## config.mk

```make
export PLATFORM = sky130hd
export DESIGN_NAME = fetch_seq_ctrl
export DESIGN_NICKNAME = d
export VERILOG_FILES = /design/src/rtl/fetch_seq_ctrl_pkg.sv /design/src/rtl/fetch_seq_ctrl_watchdog.sv /design/src/rtl/fetch_seq_ctrl.sv
export SDC_FILE = /design/constraint.sdc
export NUM_CORES = 1
export LEC_CHECK = 0
export BUFFER_PORTS_ARGS = -buffer_cell sky130_fd_sc_hd__buf_2
export CORE_UTILIZATION = 50
export DETAILED_ROUTE_END_ITERATION = 10
export HOLD_SLACK_MARGIN = 0.02
export PLACE_DENSITY = 0.87
export SYNTH_ARGS = -nofsm -noshare
export SYNTH_HDL_FRONTEND = slang
export SYNTH_SLANG_ARGS = --single-unit
```

## constraint.sdc

```tcl
create_clock -name clk -period 4.3 [get_ports clk]
set_input_delay 0.215 -clock clk [delete_from_list [all_inputs] [get_ports clk]]
set_output_delay 0.215 -clock clk [all_outputs]
set_load 0.02 [all_outputs]
```

## src/rtl/fetch_seq_ctrl_pkg.sv

```systemverilog
// Shared types and constants for the instruction-fetch sequencer.
package fetch_pkg;

   typedef enum logic [1:0] {
      S_BOOT = 2'd0,
      S_REQ  = 2'd1,
      S_HOLD = 2'd2
   } fetch_state_t;

   localparam logic [31:0] INST_NOP         = 32'h0000_0013;
   localparam logic [31:0] PC_STEP          = 32'd4;
   localparam logic [31:0] DEFAULT_RESET_PC = 32'h0000_0000;

   // Fetch addresses are always word aligned.
   function automatic logic [31:0] align_pc(input logic [31:0] addr);
      return addr & ~32'h0000_0003;
   endfunction

endpackage

```

## src/rtl/fetch_seq_ctrl_watchdog.sv

```systemverilog
// Fetch timeout counter: counts consecutive waiting request cycles and
// flags the cycle in which the MAX_WAIT-th wait cycle occurs.
module fetch_watchdog #(
   parameter int MAX_WAIT = 15
) (
   input  logic clk,
   input  logic rst,
   input  logic waiting,
   output logic timeout
);

   localparam int CW = $clog2(MAX_WAIT + 1);

   logic [CW-1:0] cnt;

   assign timeout = waiting && (cnt == CW'(MAX_WAIT - 1));

   always_ff @(posedge clk or posedge rst) begin
      if (rst) begin
         cnt <= '0;
      end else if (!waiting || timeout) begin
         cnt <= '0;
      end else begin
         cnt <= cnt + 1'b1;
      end
   end

endmodule

```

## src/rtl/fetch_seq_ctrl.sv

```systemverilog
// Instruction-fetch sequencer: owns the PC and the imem req/ack handshake.
// Optional fetch timeout is enabled with the FETCH_TIMEOUT_EN macro.
//
// Handshake: imem_req is high in every S_REQ cycle and imem_addr (= pc) is
// held stable until a cycle in which imem_ack is high; that cycle completes
// the transfer. inst_valid stays high until decode consumes (no stall_hz)
// or a redirect drops the instruction.
module fetch_seq_ctrl
   import fetch_pkg::*;
#(
   parameter logic [31:0] RESET_PC = DEFAULT_RESET_PC,
   parameter int          MAX_WAIT = 15
) (
   input  logic        clk,
   input  logic        rst,
   input  logic        redirect_valid,
   input  logic [31:0] redirect_addr,
   input  logic        stall_hz,
   output logic        imem_req,
   output logic [31:0] imem_addr,
   input  logic        imem_ack,
   input  logic [31:0] imem_rdata,
   output logic        inst_valid,
   output logic [31:0] inst_out,
   output logic [31:0] inst_pc,
   output logic [31:0] pc,
   output logic        stall_miss,
   output logic        err,
   output logic [1:0]  state_dbg
);

   fetch_state_t state, state_nx;
   logic [31:0]  pc_nx, inst_out_nx, inst_pc_nx, pend_pc, pend_pc_nx;
   logic         inst_valid_nx, kill, kill_nx;
   logic         timeout;
   logic [31:0]  redir;

   assign redir      = align_pc(redirect_addr);
   assign imem_req   = (state == S_REQ);
   assign imem_addr  = pc;
   assign stall_miss = (state == S_REQ) && !imem_ack;
   assign state_dbg  = state;

`ifdef FETCH_TIMEOUT_EN
   logic err_q;

   fetch_watchdog #(.MAX_WAIT(MAX_WAIT)) u_watchdog (
      .clk     (clk),
      .rst     (rst),
      .waiting (stall_miss),
      .timeout (timeout)
   );

   always_ff @(posedge clk or posedge rst) begin
      if (rst) err_q <= 1'b0;
      else     err_q <= timeout;
   end
   assign err = err_q;
`else
   logic [31:0] unused_max_wait;
   assign unused_max_wait = MAX_WAIT;
   assign timeout         = 1'b0;
   assign err             = 1'b0;
`endif

   always_ff @(posedge clk or posedge rst) begin
      if (rst) begin
         state      <= S_BOOT;
         pc         <= RESET_PC;
         inst_valid <= 1'b0;
         inst_out   <= INST_NOP;
         inst_pc    <= '0;
         kill       <= 1'b0;
         pend_pc    <= '0;
      end else begin
         state      <= state_nx;
         pc         <= pc_nx;
         inst_valid <= inst_valid_nx;
         inst_out   <= inst_out_nx;
         inst_pc    <= inst_pc_nx;
         kill       <= kill_nx;
         pend_pc    <= pend_pc_nx;
      end
   end

   always_comb begin
      state_nx      = state;
      pc_nx         = pc;
      inst_valid_nx = inst_valid;
      inst_out_nx   = inst_out;
      inst_pc_nx    = inst_pc;
      kill_nx       = kill;
      pend_pc_nx    = pend_pc;
      case (state)
         S_BOOT: begin
            if (redirect_valid) pc_nx = redir;
            state_nx = S_REQ;
         end
         S_REQ: begin
            if (imem_ack) begin
               // A redirect alongside ack is newer than any pending one.
               if (redirect_valid) begin
                  pc_nx   = redir;
                  kill_nx = 1'b0;
               end else if (kill) begin
                  pc_nx   = pend_pc;
                  kill_nx = 1'b0;
               end else begin
                  inst_out_nx   = imem_rdata;
                  inst_pc_nx    = pc;
                  inst_valid_nx = 1'b1;
                  state_nx      = S_HOLD;
               end
            end else begin
               // Address must stay stable, so remember the target for later.
               if (redirect_valid) begin
                  kill_nx    = 1'b1;
                  pend_pc_nx = redir;
               end
               if (timeout) state_nx = S_BOOT;
            end
         end
         S_HOLD: begin
            if (redirect_valid) begin
               pc_nx         = redir;
               inst_valid_nx = 1'b0;
               state_nx      = S_REQ;
            end else if (!stall_hz) begin
               pc_nx         = pc + PC_STEP;
               inst_valid_nx = 1'b0;
               state_nx      = S_REQ;
            end
         end
         default: state_nx = S_BOOT;
      endcase
   end

endmodule

```

# ---- After elaboration in Yosys (flattened, before gate mapping)
# Index checks and enable logic that the tools add are counted.
dict set report word_totals {
  ff_bits 130
  in_bits 69
}
dict set report op_classes {
  addsub 1
  eq_ne 8
  n_mux 21
  n_bitwise 3
  n_reduce_logical 12
}
# op count
set ops {}
lappend ops {{$mux 32} 6}
lappend ops {{$pmux 32 s3} 1}
lappend ops {{$add 32x3->32 const B} 1}
lappend ops {{$mux 2} 5}
lappend ops {{$reduce_and 5->1} 2}
lappend ops {{$reduce_and 4->1} 2}
lappend ops {{$mux 1} 7}
lappend ops {{$ne 2x2->1 const B} 3}
lappend ops {{$pmux 2 s3} 1}
lappend ops {{$reduce_bool 2->1} 2}
lappend ops {{$ne 3x2->1 const B} 1}
lappend ops {{$ne 3x3->1 const B} 1}
lappend ops {{$not 1->1} 3}
lappend ops {{$reduce_and 3->1} 1}
lappend ops {{$reduce_bool 3->1} 1}
lappend ops {{$eq 2x1->1 const B} 1}
lappend ops {{$eq 2x2->1 const B} 1}
lappend ops {{$logic_not 2->1} 1}
lappend ops {{$ne 2x1->1 const B} 1}
lappend ops {{$pmux 1 s2} 1}
lappend ops {{$reduce_and 2->1} 1}
lappend ops {{$logic_and 1x1->1} 1}
lappend ops {{$logic_not 1->1} 1}

# ---- Logic depth before layout (Yosys ltp)
# Gate-level depths: netlist of the first run.
dict set report logic_depth {
  ltp_word 4
  depth_mapped 10
  depth_no_buf 7
}

# ---- Worst setup path after synthesis of the first run
# No wires, ideal clock.
dict set report synth_timing {
  path_kind {flip-flop to flip-flop}
  start {register state[1], in the netlist state_dbg[1]}
  end {register inst_pc[2]}
  setup_time_ns 0.125
  arrival_ns 2.100
  required_ns 4.175
  path_slack_ns 2.075
  path_stages_with_launch 8
  path_buffers 2
  period_less_slack_ns 2.225
  cell_sequence {dfrtp_1 > inv_1 > ha_1 > nor2b_1 > and3_1 > buf_2 > buf_2 > mux2_2}
}
dict set report synth_between {
  elab_chain_cells 2
}
# item line_no
set synth_rtl {}
lappend synth_rtl {{start: declaration} fetch_seq_ctrl.sv:32} ;# fetch_state_t state, state_nx;
lappend synth_rtl {{start signal: assignment} fetch_seq_ctrl.sv:76} ;# state <= state_nx;
lappend synth_rtl {{$eq 2x1->1} n/a}
lappend synth_rtl {{via imem_req} fetch_seq_ctrl.sv:19} ;# output logic imem_req,
lappend synth_rtl {{$reduce_and 4->1 (no source line)} n/a}
lappend synth_rtl {{end signal: assignment} fetch_seq_ctrl.sv:80} ;# inst_pc <= inst_pc_nx;
lappend synth_rtl {{end: declaration} fetch_seq_ctrl.sv:25} ;# output logic [31:0] inst_pc,
# The timed path passes the listed nets, and every way through them passes these cells.
# A chain may end at the register's enable or synchronous reset.

# ---- Worst setup path in the final report of the first run
dict set report layout_timing {
  start {register state[0], in the netlist state_dbg[0]}
  end {register pc[4], in the netlist imem_addr[4]}
}
dict set report layout_between {
  elab_chain_cells 3
  word_cells_on_any_way 10
  classes_between {6 x eq/ne; 1 x mux; 3 x reduce/logical}
}
# item line_no
set layout_rtl {}
lappend layout_rtl {{$eq 2x1->1 (tied with other cells)} fetch_seq_ctrl.sv:94} ;# case (state)
lappend layout_rtl {{$ne 3x2->1 (no source line) (tied with other cells)} n/a}
lappend layout_rtl {{$reduce_and 5->1 (no source line)} n/a}
lappend layout_rtl {{end signal: assignment} fetch_seq_ctrl.sv:77} ;# pc <= pc_nx;
lappend layout_rtl {{end: declaration} fetch_seq_ctrl.sv:26} ;# output logic [31:0] pc,
# Parallel ways exist; a longest one is shown, timed or not.

==> reports/summary.md, run 1 <==
The max-capacitance violation count is 0. The routed layout has 5306 vias. Walking the worst path, the cells encountered are inv_1 > ha_1 > and2b_1 > a211oi_1 > o21ai_2 > o21ai_0 > o21ai_1. The number of warning messages in the yosys log is 0, and the wire length per cell is 18.3 um.

TritonCTS built the clock tree. Maximum frequency from static timing analysis: 0.329 GHz. Cell internal power was estimated by the tool at 0.00397 W.

The cell chosen for the clock root was clkbuf_16. Clock-pin slew was measured on the worst setup and hold paths at 0.05 ns. Relative to the synthesized area, the layout overhead comes to 27.4%. The worst relative slew slack was 0.279; the count of pins on the block boundary was 203. For the number of global-route vias before repair, the log shows 5392.

Sorting the synthesized cells by area gives the leading types as dfrtp_1 (49%), mux2_2 (9.3%), mux2_1 (6.9%). By count the netlist is led by dfrtp_1 (123), mux2_2 (52), mux2_1 (39). The share of power burned in the clock network came out at 0.224.

The via density per instance works out to 5.80. The final wirelength was 16800 um. The finished layout holds 915 standard cells, fillers aside. The portion of total power attributed to combinational logic was 0.444.

Setup violations remaining at the end of the flow were counted as 0. The delay of the slowest critical-path stage was 0.83 ns; the maximum buffer depth of the clock tree was 2. Entering global routing, the biggest net connects 48 pins. Overall die height: 114 um.

The path type of the worst min-delay path was in2reg. The run gives 858 as the number of cells in the design after placement. The unique cell type count in the Yosys netlist is 56, and the placer congestion estimate is 0.831.

The core footprint came out at 12200 um2. The number of routed nets with antenna violations was 0. Port buffering added 193 buffers. The final layout contains 807 nets. The portion of the clock cycle consumed by the worst path in the final layout works out to 0.706.

The remaining global-route overflow is 0. The run gives 0.264 as the overall track demand over capacity in global routing. The HPWL after detailed placement is 11100 um. Post-CTS timing repair inserted 0 buffers for setup. For this run, the detailed router's first-pass iteration total came to 7. The die covers 13100 um2. The peak supply drop is 0.369 mV, and the net switching power is 0.00285 W. The async set or reset register ratio after synthesis is 1.00. The switching share of power is 0.418, and the highest net fanout along the worst path is 24. The clock arrives with 0.00557 ns of skew. Data required time at the worst endpoint: 4.63 ns.

The count of endpoints failing hold in the final timing report is 0. Setup repair after global routing left no endpoint under its margin. The number of clock buffers added by TritonCTS is 17. The fraction of final layout cells with drive strength greater than 1 is 0.405. The master of the slowest instance on the critical path is and2b_1. The portion of total power attributed to sequential cells is 0.331, and the total number of placement rows is 40. The logs give 0.520 for the starting utilization of the core area and 1 for the initial antenna violation count. The number of DRC violations after detailed routing came out at 0. For the pin with the worst max-slew slack, the measured transition is 1.08 ns.

First-pass GRT wire length: 26500 um. The data arrival time of the worst path came out at 3.37 ns. Summed over all instances, the cell type with the most area after synthesis is dfrtp_1. Number of pins with negative max-slew slack in the final report: 0. The H-tree was split into 4 levels. The final period demand of the worst path was 3.04 ns. The area share of the leading cell type in the synthesized netlist was 0.487; the register area share after synthesis was 0.499.

In this run the cell area of the synthesized design comes to 6320 um2. The total negative setup slack was 0 ns; the number of synthesized register bits was 126. The most frequent cell after synthesis is dfrtp_1. The average cell area after synthesis was 11.5 um2; the number of standard cells after synthesis was 552. The worst setup path is captured at a register. The tools report the clock sink total as 126.

Category of the critical setup timing path: reg2reg. In this run the horizontal extent of the chip is 114 um. The run finished with clean final reports. The synthesized design contains 0 enable-type register cells. STA classifies the critical path startpoint as a register.

In this run the power density over the cells is 846 nW/um2. Among all flip-flop cells after synthesis, the most frequent one is dfrtp_1. The starting DRC count in detailed routing was 477; the leakage power was 3.80 nW. At the later pin of the worst-skew pair, clock insertion delay measures 0.42 ns.
## sequential cells by signal, indices dropped and copies added (netlist names)
name,count
inst_valid,1
kill,1
state_dbg,2
imem_addr,30
pend_pc,30
inst_pc,30
inst_out,32
## critical path, delay by kind of cell (launching register included)
family	cells	cell delay, ns
compound gates	4	1.16
fa+ha+maj	1	0.39
buf+inv	1	0.14
flops	1	0.43
simple gates	1	0.83
## placed cells by master (no fill, tap or decap), types with 14 or more instances in the layout
cell / instances
nor3_1: 14
mux2_2: 52
mux2_1: 39
buf_2: 193
nand2_1: 30
dlygate4sd3_1: 23
o21ai_0: 35
nor2_1: 20
clkbuf_16: 17
dfrtp_1: 123
## metrics by stage
stage / hold WS [ns] / utilization / setup WS (ns) / total power [W] / instance area, um2
floorplan: 0.301 / - / 0.734 / 0.00438 / 6340
global placement: 0.292 / 0.590 / 1.54 / 0.00509 / 7180
detailed placement: 0.322 / 0.590 / 1.38 / 0.00527 / 7180
CTS: 0.0205 / 0.660 / 1.36 / 0.00683 / 8030
global route: 0.0223 / 0.662 / 1.14 / 0.00719 / 8060
finish: 0.0224 / 0.663 / 1.26 / 0.00682 / 8060
## cell families (layout without fill, tap and decap cells)
logic type | after synthesis | count (layout) | synth area share
multiplexers | 93 | 93 | 0.165
buffers and inverters | 80 | 267 | 0.0728
other | 1 | 9 | 0.000593
XOR/XNOR | 5 | 5 | 0.00693
adder cells (fa/ha/maj) | 6 | 6 | 0.0119
AND/OR/NAND/NOR | 116 | 116 | 0.0997
flip-flops | 126 | 126 | 0.499
AO/OA/AOI/OAI | 125 | 125 | 0.143
## what timing repair did
item	4_1_cts	5_1_grt
hold endpoints to repair	63	2
hold buffers	21	2
resized for setup	0	0
## power groups by stage
stage,logic [W],clock network [W],registers (W)
6_report,0.00303,0.00153,0.00226
5_1_grt,0.00325,0.00160,0.00233
4_1_cts,0.00303,0.00155,0.00225
3_5_place_dp,0.00300,0,0.00226
3_3_place_gp,0.00288,0,0.00221
2_1_floorplan,0.00171,0,0.00267
## metal layers
metal  track usage  share of wire
met4         0.133          0.025
met1         0.315           0.40
met2         0.440           0.50
met3        0.0693          0.075
met5             0              0
## cell type report
type,count,area (um2)
fill,912,4100
sequential,126,3160
multi-input combinational,352,2730
timing repair buffer,227,1280
clock buffer,28,547
tap,168,210
clock inverter,4,95.1
inverter,8,32.5
antenna,2,5.00
## path summary, 6_finish.rpt
| kind | endpoint | startpoint | slack (ns) | cells past startpoint |
|---|---|---|---|---|
| hold reg to reg | inst_out[26]$_DFFE_PP0P_ | inst_out[26]$_DFFE_PP0P_ | 0.48 | 1 |
| hold / removal | inst_out[30]$_DFFE_PP0P_ | imem_rdata[30] | 0.02 | 2 |
| min in group asynchronous | inst_pc[16]$_DFFE_PP0P_ | rst | 0.42 | 3 |
| max in group asynchronous | imem_addr[3]$_DFFE_PP0P_ | rst | 2.87 | 4 |
| setup / recovery | imem_addr[4]$_DFFE_PP0P_ | state_dbg[0]$_DFFE_PP0P_ | 1.26 | 7 |
| setup reg to reg | imem_addr[4]$_DFFE_PP0P_ | state_dbg[0]$_DFFE_PP0P_ | 1.26 | 7 |
No activity file was read; power rests on OpenSTA's default activity.
==> run 2: changes to the inputs <==
clock period = 2.8 ns   (was 4.3 ns; I/O delays follow)
==> reports/summary.md, run 2 (same netlist as run 1, synthesis figures left out) <==
The flow ran to the end, and the final reports show no timing, DRC or antenna violations. Port buffering added 193 buffers. The H-tree was split into 4 levels.

From left edge to right edge, the die measures 114 um. In the layout the commonest cells are buf_2 (193), dfrtp_1 (123), dlygate4sd3_1 (60). In this run the cell area measured after placement is 7220 um2. The setup violation total in the final timing report came out at 0.

The final period demand of the worst path came out at 2.65 ns. The path class of the tightest hold or removal check is in2reg. The number of global-route vias before repair is 5553, and the largest net degree at the start of global routing is 49.

After clock tree synthesis, the clock-pin slew on the worst setup and hold paths is 0.05 ns. The fraction of final layout cells with drive strength greater than 1 was 0.385. Category of the critical setup timing path: reg2reg. The peak supply drop was 0.529 mV. TritonCTS built the clock tree.

The logs give 0.276 for the overall track demand over capacity in global routing and 0 for the number of routed nets with antenna violations. The clock passes through at most 2 buffers. The HPWL after detailed placement is 11400 um. The final clock skew is 0.00980 ns. STA classifies the critical path startpoint as a register. Delay of the slowest critical-path stage: 0.53 ns. The tool flagged a number of max-cap violations equal to 0. The run gives 0.0348 ns as the final hold slack.

inst_out holds more flip-flops than any other register. Setup slack on the critical path of the routed design comes to 0.147 ns. For this design the ratio of total power to cell area is 1250 nW/um2. The core footprint was 12200 um2; the count of endpoints failing hold in the final timing report was 0. Data on the critical path arrives at its endpoint at 3.00 ns. Summed over all cells, the static leakage comes to 3.96 nW.

The die covers 13100 um2. The worst relative slew slack is 0.249. The count of buffering cells on the critical path with inverters included was 2; the transition time of the tightest slew-check pin was 1.13 ns. After detailed routing, the number of vias per cell comes to 5.73. The tools report the capturing element type of the critical path as a register. The portion of the clock cycle consumed by the worst path in the final layout is 0.947, and the count of hold-fix buffers inserted at cts is 60.

Counting every sink on the clock net gives 126. The signal on the critical path passes through inv_1 > ha_1 > nor2b_1 > buf_4 > and2_1 > a22oi_1 > o41ai_2 > a22o_1. Fill cells in the final layout number 849. For the final net count, the log shows 847. The wire length per cell works out to 18.7 um. For this run, design rule violations remaining after detail routing come to 0. After the first detailed-routing iteration, the DRC count stood at 497. The cell chosen for the clock root was clkbuf_16.

The floorplan has 40 rows. For the first-pass GRT wire length, the log shows 27800 um. Leaving out fill and tap cells, the most frequent cell in the layout is buf_2. The number of pins with negative max-slew slack in the final report was 0; the area added between synthesis and finish was 33.5%. The highest net fanout along the worst path was 15. The final route contains 5464 vias.

On the critical path the largest part of the delay comes from simple AND/OR/NAND/NOR gates. Setup repair after global routing left no endpoint under its margin. The starting utilization of the core area is 0.520. STA puts the critical path data required time at 3.15 ns.

In this run, CTS created clock tree buffers numbering 17. For the final routed database, the setup TNS stands at 0 ns. Derived from the worst setup path, the maximum achievable clock frequency is 0.377 GHz. Before antenna repair, the detailed router went through 6 iterations. The initial antenna violation count is 1. The slowest stage of the critical path is the and2_1 cell. The clock latency at the later pin of the worst-skew pair was 0.41 ns. For the remaining global-route overflow, the log shows 0. Summed over all layers, the routed wires come to 17900 um. Once layout is done, the placed cells without fillers occupy 8440 um2. The number of flip-flops under the largest register name came out at 32. Timing analysis after detailed placement gives a worst setup slack of 0.305 ns. Pin placement for this block handled 203 I/O pins.

The floorplan step set the die height to 114 um. The number of gates resized after CTS was 0. Post-CTS timing repair inserted 0 buffers for setup. At the end of routability-driven placement, the weighted congestion stood at 0.816.
## run 2: cell count changes in the layout (fill, tap and decap cells not counted), sizes merged
cell	previous run	this run
buf	204	207
diode	2	1
bufinv	3	4
clkbuf	28	26
dlygate4sd3	23	60
clkinv	1	2
clkinvlp	0	1
inv	8	7
## run 2: report_power, final
group,total (W),internal [W],switching (W)
logic,0.00476,0.00185,0.00291
clock network,0.00230,0.00156,0.000744
registers,0.00350,0.00272,0.000778
total,0.0106,0.00613,0.00443
## run 2: per-stage QoR
stage / instances / power [W] / utilization
floorplan: 558 / 0.00673 / -
global placement: 861 / 0.00784 / 0.593
detailed placement: 861 / 0.00812 / 0.593
CTS: 953 / 0.0105 / 0.694
global route: 954 / 0.0111 / 0.694
finish: 954 / 0.0106 / 0.694
## run 2: worst paths after layout
path                                     startpoint                        end  slack (ns)  cells past startpoint
setup / recovery           state_dbg[1]$_DFFE_PP0P_  imem_addr[28]$_DFFE_PP0P_        0.15                      8
hold / removal                    redirect_addr[16]    pend_pc[16]$_DFFE_PP0P_        0.03                      3
setup reg to reg           state_dbg[1]$_DFFE_PP0P_  imem_addr[28]$_DFFE_PP0P_        0.15                      8
hold reg to reg            inst_out[19]$_DFFE_PP0P_   inst_out[19]$_DFFE_PP0P_        0.48                      1
max in group asynchronous                       rst    inst_pc[23]$_DFFE_PP0P_        1.51                      4
min in group asynchronous                       rst    inst_pc[14]$_DFFE_PP0P_        0.49                      3
## run 2: layout make-up
class                           instances  area (um2)  share of cell area
Tap cell                              168         210              0.0249
Antenna cell                            1        2.50            0.000297
Clock buffer                           26         489              0.0580
Inverter                                8        33.8             0.00400
Clock inverter                          6         130              0.0154
Timing Repair Buffer                  267        1680               0.200
Sequential cell                       126        3160               0.374
Multi-Input combinational cell        352        2730               0.324
## run 2: worst register-to-register path: stages, from the launching register on
cell	delay (ns)
dfrtp_1	0.43
inv_1	0.15
ha_1	0.48
nor2b_1	0.22
buf_4	0.25
and2_1	0.53
a22oi_1	0.22
o41ai_2	0.10
a22o_1	0.21
## run 2: routing by layer
layer | wire length, um | global-route usage | part of all wire | vias up
li1 | - | - | - | 2454
met1 | 7330 | 0.340 | 0.41 | 2685
met2 | 8920 | 0.461 | 0.50 | 288
met3 | 1320 | 0.0693 | 0.074 | 37
met4 | 320 | 0.119 | 0.018 | 0
met5 | 0 | 0 | 0 | -
==> run 3: changes to the inputs <==
CORE_UTILIZATION = 46   (was 50)
PLACE_DENSITY = 0.84   (was 0.87)
REMOVE_ABC_BUFFERS = 1   (was default)
clock period = 2.35 ns   (was 2.8 ns; I/O delays follow)
==> reports/summary.md, run 3 (same netlist as run 1, synthesis figures left out) <==
The portion of the clock cycle consumed by the worst path in the final layout is 0.921. Buffers inserted during clock tree synthesis total 17. Of all nets on the critical path, the largest fanout is 11. Detailed placement finished with a half-perimeter wire length of 10600 um.

The floorplan step set the die width to 119 um. The maximum buffer depth of the clock tree is 2, and the final period demand of the worst path is 2.16 ns. The count of fill cells added during filler insertion was 1013; the data arrival time of the worst path was 2.51 ns. The H-tree was split into 4 levels.

The count of buffering cells on the critical path with inverters included is 1. The fraction of final layout cells with drive strength greater than 1 works out to 0.397. The tree is rooted in a clkbuf_16.

In this run the register-to-register setup slack is 0.19 ns. Final net count: 860. The total setup buffers inserted after CTS was 0. Based on the critical path, the design can be clocked at up to 0.462 GHz. The tools report the launch point of the worst reg-to-reg path as state_dbg[1]$_DFFE_PP0P_. The worst register-to-register path has a depth of 7. The tools report the starting utilization of the core area as 0.474. In this run the cell area measured after placement is 7330 um2.

The die is 119 um tall. Setup repair after global routing left no endpoint under its margin. For the remaining global-route overflow, the log shows 0.

Total number of placement rows: 42. The commonest non-fill, non-tap cell in the layout is buf_2. The clock sink total was 126; the number of buffers added on ports was 193. The count of nets left with antenna violations once routing finished came out at 0. The flow ran to the end, and the final reports show no timing, DRC or antenna violations. The transition time of the tightest slew-check pin came out at 0.676 ns.

The tools report the origin of the worst setup path as state_dbg[1]$_DFFE_PP0P_. The run gives 203 as the count of pins on the block boundary. After the first detailed-routing iteration, the DRC count stood at 373. Number of pins with negative max-slew slack in the final report: 0.

The largest individual stage delay along the critical path comes from the cell and2_1. The overall track demand over capacity in global routing is 0.247. In the routed design, unresolved DRC markers number 0. The delay of the slowest critical-path stage works out to 0.53 ns.

The cell family contributing the most delay on the critical path is simple AND/OR/NAND/NOR gates. After detailed routing, the number of vias per cell comes to 5.61. Capturing element type of the critical path: a register.

For the final database, setup skew stands at 0.0102 ns. The routed design has 16900 um of wire. Power spread over the standard cell area amounts to 1460 nW/um2.

Walking the worst path, the cells encountered are inv_1 > ha_1 > nor2b_1 > and2_1 > a22oi_1 > o41ai_2 > a22o_1. Counting buffers and inverters, the worst setup path is 7 cells deep. The tools report the core footprint as 13300 um2. Number of global-route vias before repair: 5438. With fillers left out, the area of the finished cells amounts to 8610 um2. The area added between synthesis and finish was 36.1%; the area taken by flip-flops and latches was 3160 um2. The run gives 0.548 as the worst relative slew slack. The leakage power is 4.03 nW, and the number of flip-flops under the largest register name is 32. The run gives 0 as the diode insertion count for antenna repair. Ranked by flip-flop count, first place goes to inst_out. The path type of the worst min-delay path was in2reg.

For the initial antenna violation count, the log shows 0. The first detailed-routing pass ran for 6 iterations. The first global-routing pass estimated 27400 um of wire.

The tool flagged a number of max-cap violations equal to 0. TritonCTS built the clock tree. Overall die area: 14200 um2. Launching element type of the critical path: a register. Entering global routing, the biggest net connects 58 pins. In the final timing run, aggregate negative setup slack is 0 ns. The clock-pin slew on the worst setup and hold paths was 0.06 ns. The total via count after detailed routing is 5462, and the wire length per cell is 17.4 um. Summing all multi-input logic gate instances after layout gives 2750 um2.

In this run the worst setup path terminates at imem_addr[28]$_DFFE_PP0P_. The worst path meets setup with 0.185 ns of slack. The library cells used most frequently in the layout, excluding fill and tap cells, are buf_2 (193), dfrtp_1 (123), dlygate4sd3_1 (64). Placer congestion estimate: 0.836. Worst flop-to-flop path endpoint: imem_addr[28]$_DFFE_PP0P_.

The pre-CTS worst setup slack was 0.125 ns. The clock latency at the later pin of the worst-skew pair is 0.41 ns. Setup violations remaining at the end of the flow were counted as 0. Category of the critical setup timing path: reg2reg. The logs give 2.70 ns for the data required time at the worst endpoint and 0.852 mV for the peak supply drop.

The run gives 0 as the count of endpoints failing hold in the final timing report.
run 3: changes by cell type in the layout (fill, tap and decap cells not counted), moves of 3 or more:
cell           before  now
buf_4              13   19
clkbuf_1            6    1
buf_12              1    4
dlygate4sd3_1      60   64
clkinvlp_4          1    4
run 3: area by class of cell:
type / instances / area share
Clock buffer: 22 / 0.0563
Clock inverter: 10 / 0.0157
Timing Repair Buffer: 280 / 0.213
Inverter: 8 / 0.00407
Sequential cell: 126 / 0.367
Multi-Input combinational cell: 352 / 0.319
Tap cell: 176 / 0.0256
run 3: repair_timing:
action,CTS,global route
endpoints found under the hold margin,124,0
hold buffers,64,0
resized for setup,0,2
setup endpoints to repair,0,5
run 3: worst reg2reg max path, cell delays in order, from the launching register on:
cell and delay [ns]:
dfrtp_1 0.41, inv_1 0.14, ha_1 0.31, nor2b_1 0.23
and2_1 0.53, a22oi_1 0.22, o41ai_2 0.08, a22o_1 0.18
run 3: where the power goes:
group	total (W)	switching [W]	internal, W
Sequential	0.00408	0.000838	0.00324
Clock	0.00270	0.000930	0.00177
Combinational	0.00582	0.00349	0.00233
run 3: layer usage:
layer	vias up	part of all wire	global-route usage
met3	28	0.073	0.0570
met4	0	0.013	0.0973
met2	261	0.49	0.412
met5	-	0	0
li1	2478	-	-
met1	2695	0.42	0.310
run 3: worst min path at each step:
| stage | start | endpoint | slack [ns] | cells past startpoint |
|---|---|---|---|---|
| after floorplan | imem_ack | kill$_DFFE_PP0P_ | 0.20 | 1 |
| after global placement | rst | inst_out[30]$_DFFE_PP0P_ | 0.21 | 2 |
| after detailed placement | rst | inst_out[30]$_DFFE_PP0P_ | 0.21 | 2 |
| after CTS | redirect_valid | kill$_DFFE_PP0P_ | 0.08 | 3 |
| after global routing | redirect_valid | kill$_DFFE_PP0P_ | 0.16 | 3 |
| final | redirect_valid | kill$_DFFE_PP0P_ | 0.11 | 3 |
run 3: metrics by stage:
step | util | hold slack [ns] | total power, W | std cells
finish | 0.645 | 0.108 | 0.0126 | 974
global route | 0.645 | 0.161 | 0.0133 | 974
CTS | 0.644 | 0.0835 | 0.0126 | 974
detailed placement | 0.549 | 0.210 | 0.00972 | 878
global placement | 0.549 | 0.210 | 0.00953 | 878
floorplan | - | 0.203 | 0.00756 | 486
